$ cat src/rtl/cpu_mem_axil_master.sv
// Bridge from the CPU valid/ready memory port to one AXI4-lite master.
// Ports: CPU req/load-data port, m_axil_* master, sticky err_*, rd/wr counters.
module cpu_mem_axil_master #(
  parameter int          DATA_WIDTH = 32,
  parameter int          ADDR_WIDTH = 32,
  parameter int          STRB_WIDTH = DATA_WIDTH / 8,
  parameter logic [2:0]  AXI_PROT   = 3'b000
) (
  input  logic                  clk,
  input  logic                  rst,
  input  logic [ADDR_WIDTH-1:0] Address,
  input  logic                  MemWrite,
  input  logic [DATA_WIDTH-1:0] Write_data,
  input  logic [STRB_WIDTH-1:0] Write_strb,
  input  logic                  MemRead,
  output logic                  Mem_Req_Ready,
  output logic [DATA_WIDTH-1:0] Read_data,
  output logic                  Read_data_Valid,
  input  logic                  Read_data_Ready,
  output logic [ADDR_WIDTH-1:0] m_axil_awaddr,
  output logic [2:0]            m_axil_awprot,
  output logic                  m_axil_awvalid,
  input  logic                  m_axil_awready,
  output logic [DATA_WIDTH-1:0] m_axil_wdata,
  output logic [STRB_WIDTH-1:0] m_axil_wstrb,
  output logic                  m_axil_wvalid,
  input  logic                  m_axil_wready,
  input  logic [1:0]            m_axil_bresp,
  input  logic                  m_axil_bvalid,
  output logic                  m_axil_bready,
  output logic [ADDR_WIDTH-1:0] m_axil_araddr,
  output logic [2:0]            m_axil_arprot,
  output logic                  m_axil_arvalid,
  input  logic                  m_axil_arready,
  input  logic [DATA_WIDTH-1:0] m_axil_rdata,
  input  logic [1:0]            m_axil_rresp,
  input  logic                  m_axil_rvalid,
  output logic                  m_axil_rready,
  output logic                  err_valid,
  output logic [ADDR_WIDTH-1:0] err_addr,
  output logic                  err_is_write,
  output logic [31:0]           rd_count,
  output logic [31:0]           wr_count
);

  typedef enum logic [2:0] {
    IDLE, WR_REQ, WR_RESP,
    RD_REQ, RD_RESP, RD_HOLD
  } state_t;

  state_t state;
  logic   aw_ok;
  logic   w_ok;

  assign Mem_Req_Ready = (state == IDLE);
  assign m_axil_awprot = AXI_PROT;
  assign m_axil_arprot = AXI_PROT;

  // A channel is finished once its valid has dropped or
  // it handshakes this cycle; the two are tracked apart.
  assign aw_ok = !m_axil_awvalid || m_axil_awready;
  assign w_ok  = !m_axil_wvalid  || m_axil_wready;

  always_ff @(posedge clk or posedge rst) begin
    if (rst) begin
      state           <= IDLE;
      Read_data       <= '0;
      Read_data_Valid <= 1'b0;
      m_axil_awaddr   <= '0;
      m_axil_awvalid  <= 1'b0;
      m_axil_wdata    <= '0;
      m_axil_wstrb    <= '0;
      m_axil_wvalid   <= 1'b0;
      m_axil_bready   <= 1'b0;
      m_axil_araddr   <= '0;
      m_axil_arvalid  <= 1'b0;
      m_axil_rready   <= 1'b0;
      err_valid       <= 1'b0;
      err_addr        <= '0;
      err_is_write    <= 1'b0;
      rd_count        <= '0;
      wr_count        <= '0;
    end else begin
      unique case (state)
        IDLE: begin
          if (MemWrite) begin
            m_axil_awaddr  <= Address;
            m_axil_wdata   <= Write_data;
            m_axil_wstrb   <= Write_strb;
            m_axil_awvalid <= 1'b1;
            m_axil_wvalid  <= 1'b1;
            state          <= WR_REQ;
          end else if (MemRead) begin
            m_axil_araddr  <= Address;
            m_axil_arvalid <= 1'b1;
            state          <= RD_REQ;
          end
        end
        WR_REQ: begin
          if (m_axil_awvalid && m_axil_awready)
            m_axil_awvalid <= 1'b0;
          if (m_axil_wvalid && m_axil_wready)
            m_axil_wvalid <= 1'b0;
          if (aw_ok && w_ok) begin
            m_axil_bready <= 1'b1;
            state         <= WR_RESP;
          end
        end
        WR_RESP: begin
          if (m_axil_bvalid) begin
            m_axil_bready <= 1'b0;
            wr_count      <= wr_count + 32'd1;
            if (m_axil_bresp != 2'b00 && !err_valid) begin
              err_valid    <= 1'b1;
              err_addr     <= m_axil_awaddr;
              err_is_write <= 1'b1;
            end
            state <= IDLE;
          end
        end
        RD_REQ: begin
          if (m_axil_arready) begin
            m_axil_arvalid <= 1'b0;
            m_axil_rready  <= 1'b1;
            state          <= RD_RESP;
          end
        end
        RD_RESP: begin
          if (m_axil_rvalid) begin
            Read_data       <= m_axil_rdata;
            Read_data_Valid <= 1'b1;
            m_axil_rready   <= 1'b0;
            rd_count        <= rd_count + 32'd1;
            if (m_axil_rresp != 2'b00 && !err_valid) begin
              err_valid    <= 1'b1;
              err_addr     <= m_axil_araddr;
              err_is_write <= 1'b0;
            end
            state <= RD_HOLD;
          end
        end
        RD_HOLD: begin
          if (Read_data_Ready) begin
            Read_data_Valid <= 1'b0;
            state           <= IDLE;
          end
        end
        default: state <= IDLE;
      endcase
    end
  end

endmodule

$ cat config.mk
export PLATFORM = sky130hd
export DESIGN_NAME = cpu_mem_axil_master
export DESIGN_NICKNAME = d
export VERILOG_FILES = /design/src/rtl/cpu_mem_axil_master.sv
export SDC_FILE = /design/constraint.sdc
export NUM_CORES = 1
export LEC_CHECK = 0
export ABC_CLOCK_PERIOD_IN_PS = 10340
export BUFFER_PORTS_ARGS = -buffer_cell sky130_fd_sc_hd__buf_2
export CORE_MARGIN = 2
export CORE_UTILIZATION = 50
export DETAILED_ROUTE_END_ITERATION = 8
export GPL_ROUTABILITY_DRIVEN = 0
export PLACE_DENSITY_LB_ADDON = 0.1
export SLEW_MARGIN = 5
export SYNTH_ARGS = -nofsm -noshare
export SYNTH_HDL_FRONTEND = slang
export SYNTH_SLANG_ARGS = --single-unit
$ cat constraint.sdc
create_clock -name clk -period 10.34 [get_ports clk]
set_input_delay 1.551 -clock clk [delete_from_list [all_inputs] [get_ports clk]]
set_output_delay 1.551 -clock clk [all_outputs]
set_load 0.005 [all_outputs]
Word level (Yosys, flattened, before mapping). Cells that the tools add are included.

Logic and storage cells: 108. Output and inout bits: 243. Input bits: 114. Bits in registers: 239.

Eq/ne operators: 18. Muxes and demuxes: 39. Bitwise logic cells: 1. Reductions and logical operators: 31. Add/sub/neg operators: 2.

Operator list (count): $mux 32 (4); $add 32x1->32 const B (2); $pmux 32 s2 (1); $ne 2x2->1 const B (12); $mux 3 (7); $mux 1 (18); $pmux 3 s6 (1); $reduce_and 3->1 (6); $pmux 1 s2 (8); $reduce_bool 2->1 (8); $eq 3x2->1 const B (2); $eq 3x3->1 const B (2); $reduce_and 2->1 (3); $reduce_and 6->1 (1); $logic_and 1x1->1 (5); $reduce_and 5->1 (1); $reduce_and 4->1 (1); $eq 3x1->1 const B (1); $logic_not 1->1 (3); $logic_not 3->1 (1); $ne 3x3->1 const B (1); $logic_or 1x1->1 (2); $not 1->1 (1).

Depth between registers and ports, before layout. Gate-level depths: netlist of the first run.

Depth in word-level cells: 5. Gate-level depth with buffers: 7. Mapped depth without buffers: 6.

Worst setup path before layout of the first run. No wires, ideal clock.

Path kind: input port to flip-flop. From: input m_axil_bvalid. To: register wr_count[26]. Stages: 6. Setup time: 0.123 ns. Data arrival time: 2.723 ns. Path buffers: 1. Data required time: 10.217 ns. Slack: 7.494 ns. Cells stage by stage: nand4bb_4 > or3b_1 > clkbuf_1 > nor3b_2 > nand4_1 > xnor2_1.

Longest elaborated chain between the ends: 1.

RTL lines: from (decl) (RTL line 29) `input logic m_axil_bvalid,`; $reduce_and 2->1 (no source line); to (signal assigned) (RTL line 112) `wr_count <= wr_count + 32'd1;`; to (decl) (RTL line 43) `output logic [31:0] wr_count`.

Every way passes these cells. A chain may end at the register's enable or synchronous reset.

Worst setup path after layout of the first run.
From: register state[1]. To: output Mem_Req_Ready.

Longest elaborated chain between the ends: 1.

RTL lines: from (decl) (RTL line 51) `state_t state;`; from (signal assigned) (RTL line 66) `state <= IDLE;`; from (signal assigned) (RTL line 92) `state <= WR_REQ;`; from (signal assigned) (RTL line 96) `state <= RD_REQ;`; $logic_not 3->1 (RTL line 55) `assign Mem_Req_Ready = (state == IDLE);`; to (decl) (RTL line 16) `output logic Mem_Req_Ready,`.

Every way passes these cells.

==> results of run 1 <==
-- layout by cell type, fill, tap and decap left out, types with 2 or more instances in the layout --
cell | Yosys | final
nand2_1 | 37 | 37
buf_2 | 20 | 350
xnor2_1 | 45 | 45
nand4_1 | 17 | 17
o22ai_1 | 2 | 2
and3_1 | 10 | 10
inv_1 | 10 | 9
mux2i_1 | 33 | 33
clkbuf_16 | 0 | 26
nor3_1 | 5 | 5
ha_1 | 2 | 2
dfrtp_1 | 239 | 239
clkinv_2 | 0 | 7
o21ai_0 | 10 | 10
buf_4 | 9 | 7
a21oi_1 | 39 | 39
nand2b_1 | 2 | 2
nor2_1 | 57 | 57
clkbuf_8 | 0 | 6
nand3_1 | 21 | 21
xor2_1 | 17 | 17
and4_1 | 4 | 4
conb_1 | 1 | 6
clkbuf_1 | 4 | 2
mux2_2 | 133 | 133
and2_1 | 4 | 3
bufinv_16 | 0 | 5
-- state kept, by name, summed over array words and instances (netlist names), 3 cells and up --
signal / count
m_axil_awaddr: 32
rd_count: 32
err_addr: 32
m_axil_wdata: 32
m_axil_wstrb: 4
wr_count: 32
m_axil_araddr: 32
state: 3
Read_data: 32
-- metrics by stage --
step	util (%)	hold slack, ps	total power [mW]
floorplan	-	465	2.15
detailed placement	61.0	460	2.70
global route	65.9	496	3.92
global placement	61.0	455	2.67
CTS	65.9	467	3.72
finish	65.9	467	3.68
-- kinds of logic (layout without fill, tap and decap cells) --
group / count (synthesis) / in the layout / share of synthesized area, %
mux: 166 / 166 / 18.6
xor+xnor: 62 / 62 / 5.51
fa+ha+maj: 2 / 2 / 0.254
other cells: 1 / 7 / 0.0381
compound gates: 58 / 58 / 3.25
buf+inv: 46 / 415 / 2.35
flops: 239 / 239 / 60.7
simple gates: 172 / 172 / 9.32
-- per-layer routing --
metal  global-route usage [%]  up-vias  part of all wire (%)
met4                     5.52        0                   1.7
met2                     36.8      229                    50
met3                     7.85       28                   9.1
met5                    0.752        -                     0
li1                         -     3296                     -
met1                     27.5     3443                    40
-- how the worst max path moves through the flow --
stage	slack, ps	cells past startpoint	to	from
final	7130	2	Mem_Req_Ready	state[1]
after global routing	6980	2	Mem_Req_Ready	state[1]
after floorplan	2230	1	Read_data[0]	rst
after detailed placement	7150	3	Read_data[5]	rst
after CTS	7090	2	Mem_Req_Ready	state[1]
after global placement	7150	3	m_axil_wdata[4]	rst
-- power by group --
part,switching (mW),internal [mW]
Sequential,0.241,1.29
Clock,0.376,0.629
Combinational,0.512,0.626
-- final cells by class --
cell class                 count  area share [%]
timing repair buffer         357            14.1
antenna                        1          0.0196
tap                          265            2.59
inverter                      10           0.352
clock buffer                  34            5.79
clock inverter                14            1.63
multi-input combinational    466            28.7
sequential                   239            46.8
==> tab_implementation.tex, run 1 <==
\begin{tabular}{lr}
\hline
Metric & Value \\
\hline
\multicolumn{2}{l}{\textbf{Run status}} \\
Outcome & complete, no violations \\
\multicolumn{2}{l}{\textbf{Power and ir drop}} \\
Worst-case vdd ir drop & $\sim$180 uV \\
Static power due to leakage & 6.26 nW \\
Total power per unit cell area & around 290 mW/mm\^{}2 \\
\multicolumn{2}{l}{\textbf{CTS}} \\
Source-to-sink clock delay at the later pin of the worst-skew pair & 530 ps \\
Bufs on Longest Clock Path & 3 \\
Cts bufs inserted & 26 \\
Sinks on Clock Net & 239 \\
Clock root buffer & clkbuf\_16 \\
H-Tree Level Count & 1 \\
Clock-pin slew of the registers on the worst-case setup and hold paths & 60 ps \\
\# Post-CTS Setup Buffers & 0 \\
CTS tree & built \\
Post-CTS resize count & 0 \\
Number of buffers inserted for hold repair after clock tree synthesis & 0 \\
\multicolumn{2}{l}{\textbf{Worst setup path}} \\
Chain of cells forming the critical path & nor3\_1 > buf\_2 \\
Total buffers and inverters traversed by the critical path & 1 \\
Max incr delay on CP & 550 ps \\
Slowest stage cell on the critical path & dfrtp\_1 \\
Reg-to-reg startpoint & state[2] \\
CP endpoint kind & primary output \\
Launching element type of the critical path & flip-flop \\
Signal arrival time at the worst endpoint & 1660 ps \\
Worst setup path class & flip-flop to primary output \\
Endpoint of the worst register-to-register path & Read\_data[12] \\
R2R Setup Slk & around 7500 ps \\
Peak fanout along the critical path & 13 \\
Number of cells on the worst reg-to-reg path & 5 \\
Crit path max-delay family & flip-flops \\
Req. time, crit path & 8790 ps \\
\multicolumn{2}{l}{\textbf{Global routing}} \\
Antenna violations before repair & 1 \\
Global route overflow & 0 \\
Total track usage & between 20 and 25\% \\
Global-route wire length before repair & approximately 37,000 um \\
Largest net degree at the start of global routing & a little under 100 \\
Number of global-route vias before repair & roughly 7,000 \\
\multicolumn{2}{l}{\textbf{Synthesis}} \\
Number of warnings issued by yosys & 0 \\
Post-synthesis sequential area ratio & 60.7\% \\
Total of flip-flops plus latches after synthesis & roughly 240 \\
Post-synth EDFFs & 0 \\
Fraction of registers with async set or reset after synthesis & between 90\% and 100\% \\
Synth cell count leaders & dfrtp\_1 (239), mux2\_2 (133), nor2\_1 (57) \\
Mean Syn Cell Area & between 10 and 15 um\^{}2 \\
Total standard cell area after synthesis & around 0.0099 mm\^{}2 \\
Dominant cell by count in the synthesized netlist & dfrtp\_1 \\
Top cell type by total area after synthesis & dfrtp\_1 \\
Ranking of synthesized cells by area & dfrtp\_1 (61\%), mux2\_2 (15\%), xnor2\_1 (4.0\%) \\
Most used DFF post-synth & dfrtp\_1 \\
Cell count after synthesis & roughly 750 \\
Distinct cell type count after synthesis & 46 \\
Fraction of post-synthesis cell area in the top cell type by area & 60.7\% \\
\multicolumn{2}{l}{\textbf{Drt}} \\
WL per Instance & approximately 17 um \\
Residual antenna-violating net count after detailed routing & 0 \\
DRC errors left & 0 \\
Total Routed Length & $\sim$24,000 um \\
Via density per instance & approximately 5.0 \\
First drt pass iteration count & 4 \\
Via count & 6,996 \\
Initial DRC Count & between 200 and 250 \\
\multicolumn{2}{l}{\textbf{Finish}} \\
Number of standard cells in the final layout excluding fillers & approximately 1,400 \\
Layout cells sized above 1 & about half \\
NumNets Final & 1,216 \\
Layout-stage area growth over the synthesis result & 29.8\% \\
Filler cell count in the final layout & 1,583 \\
Storage cell area & between 0.005 and 0.006 mm\^{}2 \\
Multi-input combinational cell area & between 0.003 and 0.004 mm\^{}2 \\
Final design instance area without fill & approximately 0.013 mm\^{}2 \\
\multicolumn{2}{l}{\textbf{Flow run}} \\
Reported max-cap violation count & 0 \\
\multicolumn{2}{l}{\textbf{Floorplanning}} \\
Height of the die & $\sim$140 um \\
Horizontal die dimension & approximately 140 um \\
Overall die area & 0.0208 mm\^{}2 \\
Core region area & between 0.015 and 0.02 mm\^{}2 \\
Num rows & 51 \\
Number of primary I/O pins & about 360 \\
Effective utilization at floorplan & 50.8\% \\
\multicolumn{2}{l}{\textbf{Min path}} \\
HP Start & rd\_count[31] \\
Class of the worst hold path & flip-flop to flip-flop \\
Worst hold path stage count & 1 \\
Endpoint of the worst hold path & rd\_count[31] \\
\multicolumn{2}{l}{\textbf{Placement}} \\
Placement-stage worst setup slack & around 7200 ps \\
Placed cell area & 0.0118 mm\^{}2 \\
Final HPWL from detailed placement & about 17,000 um \\
Number of placed instances, taps included & roughly 1,300 \\
Port bufs & 350 \\
\multicolumn{2}{l}{\textbf{Timing}} \\
Share of the clock period used by the worst path & a little under a third \\
Setup TNS & 0 ps \\
Unrepaired setup endpoints after global routing & false \\
Worst clock skew & roughly 17 ps \\
Top achievable clock speed & slightly above 0.3 GHz \\
Crit path time final & around 3200 ps \\
Worst Tran Pin Value & about 950 ps \\
Number of setup violations in the final report & 0 \\
Number of slew-limit violations in the final report & 0 \\
Max-slew headroom at the worst pin & 36.8\% \\
Worst path setup slack after routing & around 7000 ps \\
Number of hold-slack violations in the final timing report & 0 \\
\hline
\end{tabular}
(Power assumes the default switching activity.)
==> inputs of run 2 (changes only) <==
--- a/config.mk
+++ b/config.mk
@@ -5,7 +5,7 @@
 export SDC_FILE = /design/constraint.sdc
 export NUM_CORES = 1
 export LEC_CHECK = 0
-export ABC_CLOCK_PERIOD_IN_PS = 10340
+export ABC_CLOCK_PERIOD_IN_PS = 3330
 export BUFFER_PORTS_ARGS = -buffer_cell sky130_fd_sc_hd__buf_2
 export CORE_MARGIN = 2
 export CORE_UTILIZATION = 50
==> constraint.sdc (replaced) <==
create_clock -name clk -period 3.33 [get_ports clk]
set_input_delay 0.4995 -clock clk [delete_from_list [all_inputs] [get_ports clk]]
set_output_delay 0.4995 -clock clk [all_outputs]
set_load 0.005 [all_outputs]
==> run 2 against run 1 <==
- die area unchanged
- global-route usage increased by 0.13 points
- worst hold slack got worse by 410 ps
- clock skew decreased by 7.9 ps
- first-iteration DRC count increased by 24%
- sequential share of layout area decreased by 0.091 points
- critical path type is now flip-flop to flip-flop
- combinational power increased to 3.1 times the previous value
- via count increased by 1.1%
==> tab_implementation.tex, run 2 (synthesized netlist as in run 1, its figures left out) <==
\begin{tabular}{lr}
\hline
Metric & Value \\
\hline
\multicolumn{2}{l}{\textbf{Timing}} \\
Worst clock skew & 8.75 ps (-7.88 ps) \\
Worst path setup slack after routing & 1030 ps (-6090 ps) \\
Unrepaired setup endpoints after global routing & false \\
Number of hold-slack violations in the final timing report & 0 (unchanged) \\
Worst Tran Pin Value & 659 ps (-288 ps) \\
Max-slew headroom at the worst pin & 56.1\% (+19 points) \\
Share of the clock period used by the worst path & between 60\% and 70\% \\
Number of slew-limit violations in the final report & 0 (unchanged) \\
Top achievable clock speed & between 0.4 and 0.5 GHz \\
Number of setup violations in the final report & 0 (unchanged) \\
Crit path time final & between 2000 and 2500 ps \\
\multicolumn{2}{l}{\textbf{Global routing}} \\
Global route overflow & 0 (unchanged) \\
Antenna violations before repair & 4 (+3) \\
Total track usage & 22.2\% (+0.13 points) \\
Largest net degree at the start of global routing & 82 (-15\%) \\
Number of global-route vias before repair & 6,934 (-0.42\%) \\
Global-route wire length before repair & 36,800 um (+0.47\%) \\
\multicolumn{2}{l}{\textbf{Finish}} \\
Layout cells sized above 1 & 48.7\% (-0.26 points) \\
NumNets Final & 1,221 (+0.41\%) \\
Commonest cells after routing, fill and taps aside & buf\_2 (350), dfrtp\_1 (239), mux2\_2 (133), nor2\_1 (57), xnor2\_1 (45) \\
Final design instance area without fill & 0.0128 mm\^{}2 (+0.20\%) \\
Post-layout utilization of the core & 66.0\% (+0.13 points) \\
Layout-stage area growth over the synthesis result & 30.0\% \\
Most common cell after layout, fill and taps aside & buf\_2 \\
\multicolumn{2}{l}{\textbf{Worst setup path}} \\
Signal arrival time at the worst endpoint & 2730 ps (+1070 ps) \\
Slowest stage cell on the critical path & buf\_4 \\
Peak fanout along the critical path & 67 (+54) \\
Chain of cells forming the critical path & and2b\_1 > o21ai\_0 > a2111oi\_4 > buf\_4 > nor2\_1 > a21oi\_1 \\
CP endpoint kind & flip-flop \\
Req. time, crit path & 3770 ps (-5020 ps) \\
Worst setup path class & flip-flop to flip-flop \\
R2R Setup Slk & 1030 ps (-6480 ps) \\
Max incr delay on CP & 590 ps (+40 ps) \\
Launching element type of the critical path & flip-flop \\
\multicolumn{2}{l}{\textbf{Power and ir drop}} \\
Static power due to leakage & 6.25 nW (about the same) \\
Worst-case vdd ir drop & 618 uV (+250\%) \\
Total power per unit cell area & 874 mW/mm\^{}2 (+200\%) \\
\multicolumn{2}{l}{\textbf{Floorplanning}} \\
Number of primary I/O pins & 357 (unchanged) \\
Overall die area & 0.0208 mm\^{}2 (unchanged) \\
Effective utilization at floorplan & 50.8\% (unchanged) \\
Height of the die & 144 um (unchanged) \\
Num rows & 51 (unchanged) \\
Horizontal die dimension & 144 um (unchanged) \\
Core region area & 0.0194 mm\^{}2 (unchanged) \\
\multicolumn{2}{l}{\textbf{Placement}} \\
Placement-stage worst setup slack & 1050 ps (-6110 ps) \\
Port bufs & 350 (unchanged) \\
Final HPWL from detailed placement & 16,900 um (+1.6\%) \\
Placed cell area & 0.0119 mm\^{}2 (+0.86\%) \\
\multicolumn{2}{l}{\textbf{Drt}} \\
Residual antenna-violating net count after detailed routing & 0 (unchanged) \\
Via count & 7,071 (+1.1\%) \\
DRC errors left & 0 (unchanged) \\
Initial DRC Count & 305 (+24\%) \\
First drt pass iteration count & 4 (unchanged) \\
Via density per instance & 5.09 (+0.78\%) \\
WL per Instance & 16.9 um (-1.0\%) \\
Total Routed Length & 23,500 um (-0.75\%) \\
\multicolumn{2}{l}{\textbf{Min path}} \\
Class of the worst hold path & input port to asynchronous set/reset pin \\
\multicolumn{2}{l}{\textbf{CTS}} \\
CTS tree & built \\
Number of buffers inserted for hold repair after clock tree synthesis & 0 (unchanged) \\
Cts bufs inserted & 27 (+3.8\%) \\
Clock-pin slew of the registers on the worst-case setup and hold paths & 60 ps (about the same) \\
\# Post-CTS Setup Buffers & 0 (unchanged) \\
Source-to-sink clock delay at the later pin of the worst-skew pair & 520 ps (about the same) \\
Post-CTS resize count & 0 (unchanged) \\
Clock root buffer & clkbuf\_16 \\
Sinks on Clock Net & 239 (unchanged) \\
H-Tree Level Count & 1 (unchanged) \\
Bufs on Longest Clock Path & 3 (unchanged) \\
\multicolumn{2}{l}{\textbf{Flow run}} \\
Reported max-cap violation count & 0 (unchanged) \\
\multicolumn{2}{l}{\textbf{Run status}} \\
Outcome & complete, no violations \\
\hline
\end{tabular}
run 2: final cells by class:
class / instances / area (um^2)
Antenna cell: 1 / 2.50
Clock buffer: 42 / 812
Clock inverter: 6 / 61.3
Fill cell: 1542 / 6590
Inverter: 10 / 41.3
Multi-Input combinational cell: 466 / 3670
Sequential cell: 239 / 5980
Tap cell: 265 / 332
Timing Repair Buffer: 361 / 1910
run 2: power by group:
part	total (mW)	internal, mW	switching (mW)
combinational	3.58	1.98	1.60
clock	2.86	1.74	1.12
sequential	4.75	4.02	0.734
total	11.2	7.74	3.45
run 2: path summary, 6_finish.rpt:
| check | depth (start not counted) | from | endpoint |
|---|---|---|---|
| max in group asynchronous | 3 | rst | m_axil_wdata[7] |
| max | 6 | state[1] | err_addr[16] |
| max reg2reg | 6 | state[1] | err_addr[16] |
| min | 2 | rst | m_axil_wdata[28] |
| min in group clk | 2 | Write_data[23] | m_axil_wdata[23] |
| min reg2reg | 1 | wr_count[31] | wr_count[31] |
run 2: critical path, delay by kind of cell (launching register included):
kind | cells | cell delay, ps
AOI/OAI and AO/OA | 3 | 630
buffers and inverters | 1 | 590
DFF | 1 | 540
and+or+nand+nor | 2 | 430
run 2: through the flow:
stage | instances | hold WS, ps | power [mW] | setup TNS (ps)
floorplan | 751 | 465 | 6.68 | -72500
CTS | 1389 | 61.7 | 11.3 | 0
detailed placement | 1341 | 458 | 8.43 | 0
global placement | 1341 | 455 | 8.34 | 0
global route | 1390 | 85.5 | 11.9 | 0
finish | 1390 | 58.1 | 11.2 | 0
run 2: layer usage:
layer	wire length [um]	global-route usage [%]	up-vias
met3	2060	6.72	50
met1	9450	29.1	3474
met5	33	0	-
li1	-	-	3309
met2	11300	36.0	234
met4	617	6.49	4
==> inputs of run 3 (changes only) <==
--- a/config.mk
+++ b/config.mk
@@ -5,10 +5,11 @@
 export SDC_FILE = /design/constraint.sdc
 export NUM_CORES = 1
 export LEC_CHECK = 0
-export ABC_CLOCK_PERIOD_IN_PS = 3330
+export ABC_AREA = 1
+export ABC_CLOCK_PERIOD_IN_PS = 1990
 export BUFFER_PORTS_ARGS = -buffer_cell sky130_fd_sc_hd__buf_2
 export CORE_MARGIN = 2
-export CORE_UTILIZATION = 50
+export CORE_UTILIZATION = 46
 export DETAILED_ROUTE_END_ITERATION = 8
 export GPL_ROUTABILITY_DRIVEN = 0
 export PLACE_DENSITY_LB_ADDON = 0.1
==> constraint.sdc (replaced) <==
create_clock -name clk -period 1.99 [get_ports clk]
set_input_delay 0.2985 -clock clk [delete_from_list [all_inputs] [get_ports clk]]
set_output_delay 0.2985 -clock clk [all_outputs]
set_load 0.005 [all_outputs]
==> run 3 against run 2 <==
- synthesized cell count increased by 72%
- cell area increased by 14%
- worst hold slack got worse by 39 ps
- clock power increased by 71%
- via count increased by 39%
- combinational power increased by 51%
==> tab_implementation.tex, run 3 <==
\begin{tabular}{lr}
\hline
Metric & Value \\
\hline
\multicolumn{2}{l}{\textbf{Synthesis}} \\
Number of warnings issued by yosys & 0 (unchanged) \\
Fraction of registers with async set or reset after synthesis & 100\% (unchanged) \\
Dominant cell by count in the synthesized netlist & nand2\_1 \\
Ranking of synthesized cells by area & dfrtp\_1 (55\%), nand2\_1 (18\%), inv\_1 (4.0\%) \\
Fraction of post-synthesis cell area in the top cell type by area & 55.0\% (-5.8 points) \\
Distinct cell type count after synthesis & 36 (-22\%) \\
Total of flip-flops plus latches after synthesis & 239 (unchanged) \\
Post-synth EDFFs & 0 (unchanged) \\
Synth cell count leaders & nand2\_1 (515), dfrtp\_1 (239), inv\_1 (116) \\
Mean Syn Cell Area & 8.48 um\^{}2 (-36\%) \\
Cell count after synthesis & 1,284 (+72\%) \\
Most used DFF post-synth & dfrtp\_1 \\
Total standard cell area after synthesis & 0.0109 mm\^{}2 (+10\%) \\
Post-synthesis sequential area ratio & 55.0\% (-5.8 points) \\
Top cell type by total area after synthesis & dfrtp\_1 \\
\multicolumn{2}{l}{\textbf{Worst setup path}} \\
Signal arrival time at the worst endpoint & 1570 ps (-1160 ps) \\
Launching element type of the critical path & flip-flop \\
Req. time, crit path & 1690 ps (-2080 ps) \\
Timing startpoint of the critical path & state[2] \\
Peak fanout along the critical path & 6 (-91\%) \\
CP endpoint kind & primary output \\
Worst setup path class & flip-flop to primary output \\
Reg-to-reg startpoint & state[1] \\
\multicolumn{2}{l}{\textbf{Finish}} \\
Post-layout utilization of the core & 62.4\% (-3.6 points) \\
Most common cell after layout, fill and taps aside & nand2\_1 \\
NumNets Final & 1,822 (+49\%) \\
Commonest cells after routing, fill and taps aside & nand2\_1 (514), buf\_2 (350), dfrtp\_1 (239), inv\_1 (115), nor2\_1 (72) \\
Layout cells sized above 1 & 27.3\% (-21 points) \\
Filler cell count in the final layout & 2,087 (+35\%) \\
Layout-stage area growth over the synthesis result & 33.8\% \\
\multicolumn{2}{l}{\textbf{CTS}} \\
Clock-pin slew of the registers on the worst-case setup and hold paths & 60 ps (about the same) \\
\# Post-CTS Setup Buffers & 0 (unchanged) \\
Clock root buffer & clkbuf\_16 \\
Sinks on Clock Net & 239 (unchanged) \\
H-Tree Level Count & 1 (unchanged) \\
Source-to-sink clock delay at the later pin of the worst-skew pair & 540 ps (+20 ps) \\
CTS tree & built \\
Bufs on Longest Clock Path & 3 (unchanged) \\
Cts bufs inserted & 27 (unchanged) \\
\multicolumn{2}{l}{\textbf{Power and ir drop}} \\
Fraction of power spent switching nets & 33.7\% (+2.8 points) \\
Reg power frac & 42.0\% (-0.5 points) \\
Proportion of power drawn by the clock network & 27.5\% (+2.0 points) \\
Static power due to leakage & 7.99 nW (+28\%) \\
Design Power & 17.8 mW (+59\%) \\
Switching Power & 5.98 mW (+73\%) \\
Combinational Power Share & 30.5\% (-1.5 points) \\
Worst-case vdd ir drop & 950 uV (+54\%) \\
P\_int & 11.8 mW (+52\%) \\
Total power per unit cell area & 1220 mW/mm\^{}2 (+40\%) \\
\multicolumn{2}{l}{\textbf{Drt}} \\
Via count & 9,862 (+39\%) \\
Residual antenna-violating net count after detailed routing & 0 (unchanged) \\
WL per Instance & 15.2 um (-10\%) \\
Total Routed Length & 31,100 um (+32\%) \\
Via density per instance & 4.82 (-5.2\%) \\
Initial DRC Count & 585 (+92\%) \\
DRC errors left & 0 (unchanged) \\
First drt pass iteration count & 5 (+1) \\
\multicolumn{2}{l}{\textbf{Floorplanning}} \\
Effective utilization at floorplan & 46.6\% (-4.1 points) \\
Core region area & 0.0233 mm\^{}2 (+20\%) \\
Number of primary I/O pins & 357 (unchanged) \\
Num rows & 56 (+9.8\%) \\
Overall die area & 0.0249 mm\^{}2 (+20\%) \\
Height of the die & 158 um (+9.3\%) \\
Horizontal die dimension & 158 um (+9.3\%) \\
\multicolumn{2}{l}{\textbf{Timing}} \\
Setup TNS & 0 ps (unchanged) \\
Worst clock skew & 11.8 ps (+3.10 ps) \\
Number of slew-limit violations in the final report & 0 (unchanged) \\
Crit path time final & between 1500 and 2000 ps \\
Max-slew headroom at the worst pin & 57.8\% (+1.8 points) \\
Unrepaired setup endpoints after global routing & false \\
Share of the clock period used by the worst path & between 90\% and 100\% \\
Top achievable clock speed & about 0.54 GHz \\
Number of hold-slack violations in the final timing report & 0 (unchanged) \\
Number of setup violations in the final report & 0 (unchanged) \\
Worst Tran Pin Value & 632 ps (-26.8 ps) \\
\multicolumn{2}{l}{\textbf{Run status}} \\
Outcome & complete, no violations \\
\multicolumn{2}{l}{\textbf{Min path}} \\
Class of the worst hold path & input port to flip-flop \\
HP Start & Address[9] \\
\multicolumn{2}{l}{\textbf{Flow run}} \\
Reported max-cap violation count & 0 (unchanged) \\
\multicolumn{2}{l}{\textbf{Global routing}} \\
Global route overflow & 0 (unchanged) \\
Largest net degree at the start of global routing & 117 (+43\%) \\
Global-route wire length before repair & 48,700 um (+32\%) \\
Antenna violations before repair & 2 (-2) \\
Number of global-route vias before repair & 9,493 (+37\%) \\
Total track usage & 24.6\% (+2.3 points) \\
\multicolumn{2}{l}{\textbf{Placement}} \\
Final HPWL from detailed placement & 22,000 um (+30\%) \\
Port bufs & 350 (unchanged) \\
\hline
\end{tabular}
-- run 3: power groups by stage --
stage	clock network, mW	logic (mW)	registers (mW)
3_3_place_gp	0	5.25	7.45
3_5_place_dp	0	5.31	7.48
2_1_floorplan	0	2.81	7.46
4_1_cts	4.99	5.44	7.43
5_1_grt	5.21	6.09	7.67
6_report	4.89	5.41	7.46
-- run 3: cell type report --
cell class,instances,area (um^2),share of cell area (%)
Clock buffer,40,774,5.32
Antenna cell,2,5.00,0.0344
Multi-Input combinational cell,878,4190,28.8
Inverter,123,465,3.20
Sequential cell,239,5980,41.1
Timing Repair Buffer,437,2650,18.2
Clock inverter,6,95.1,0.653
Tap cell,319,399,2.74
-- run 3: path summary, 6_finish.rpt --
kind	cells past startpoint	endpoint	slack, ps
setup / recovery	4	Mem_Req_Ready	120
hold / removal	3	m_axil_araddr[9]	20
setup reg to reg	8	rd_count[24]	220
hold reg to reg	2	m_axil_arvalid	460
max in group asynchronous	4	m_axil_araddr[16]	920
min in group asynchronous	4	m_axil_wdata[25]	530
-- run 3: worst max-delay path, cell delays in order (launching register included) --
cell and delay (ps):
dfrtp_1 490, inv_2 150, nand2_2 90, nor2_2 150, buf_2 160
-- run 3: cells by family (layout without fill, tap and decap cells) --
kind of cell / after synthesis / after routing / synth area share [%]
multiplexers: 36 / 36 / 3.73
adder cells (fa/ha/maj): 2 / 2 / 0.230
AND/OR/NAND/NOR: 730 / 730 / 28.2
other: 1 / 8 / 0.0345
flip-flops: 239 / 239 / 55.0
buffers and inverters: 172 / 606 / 6.91
XOR/XNOR: 32 / 32 / 2.58
AO/OA/AOI/OAI: 72 / 72 / 3.36
-- run 3: through the flow --
step / setup slack [ps] / std cells / hold slack [ps] / area [um^2]
4_1_cts: 96.8 / 2042 / 0.421 / 14500
5_1_grt: 4.06 / 2043 / 13.5 / 14600
2_1_floorplan: -1440 / 1289 / 408 / 10900
6_report: 122 / 2044 / 18.7 / 14600
3_5_place_dp: 137 / 1926 / 453 / 13000
3_3_place_gp: 195 / 1926 / 451 / 13000
-- run 3: routing by layer --
layer	GRT usage [%]	vias to the layer above	part of all wire, %	routed length, um
li1	-	4870	-	-
met3	7.14	67	7.7	2380
met5	0	-	0.042	13
met1	30.9	4615	42	13000
met4	8.27	2	3.1	948
met2	40.6	308	48	14800
-- run 3: what timing repair did --
| item | 4_1_cts | 5_1_grt |
|---|---|---|
| hold buffers | 70 | 0 |
| endpoints found under the hold margin | 153 | 0 |
| gates resized for setup | 0 | 3 |
| endpoints found under the setup margin | 0 | 8 |
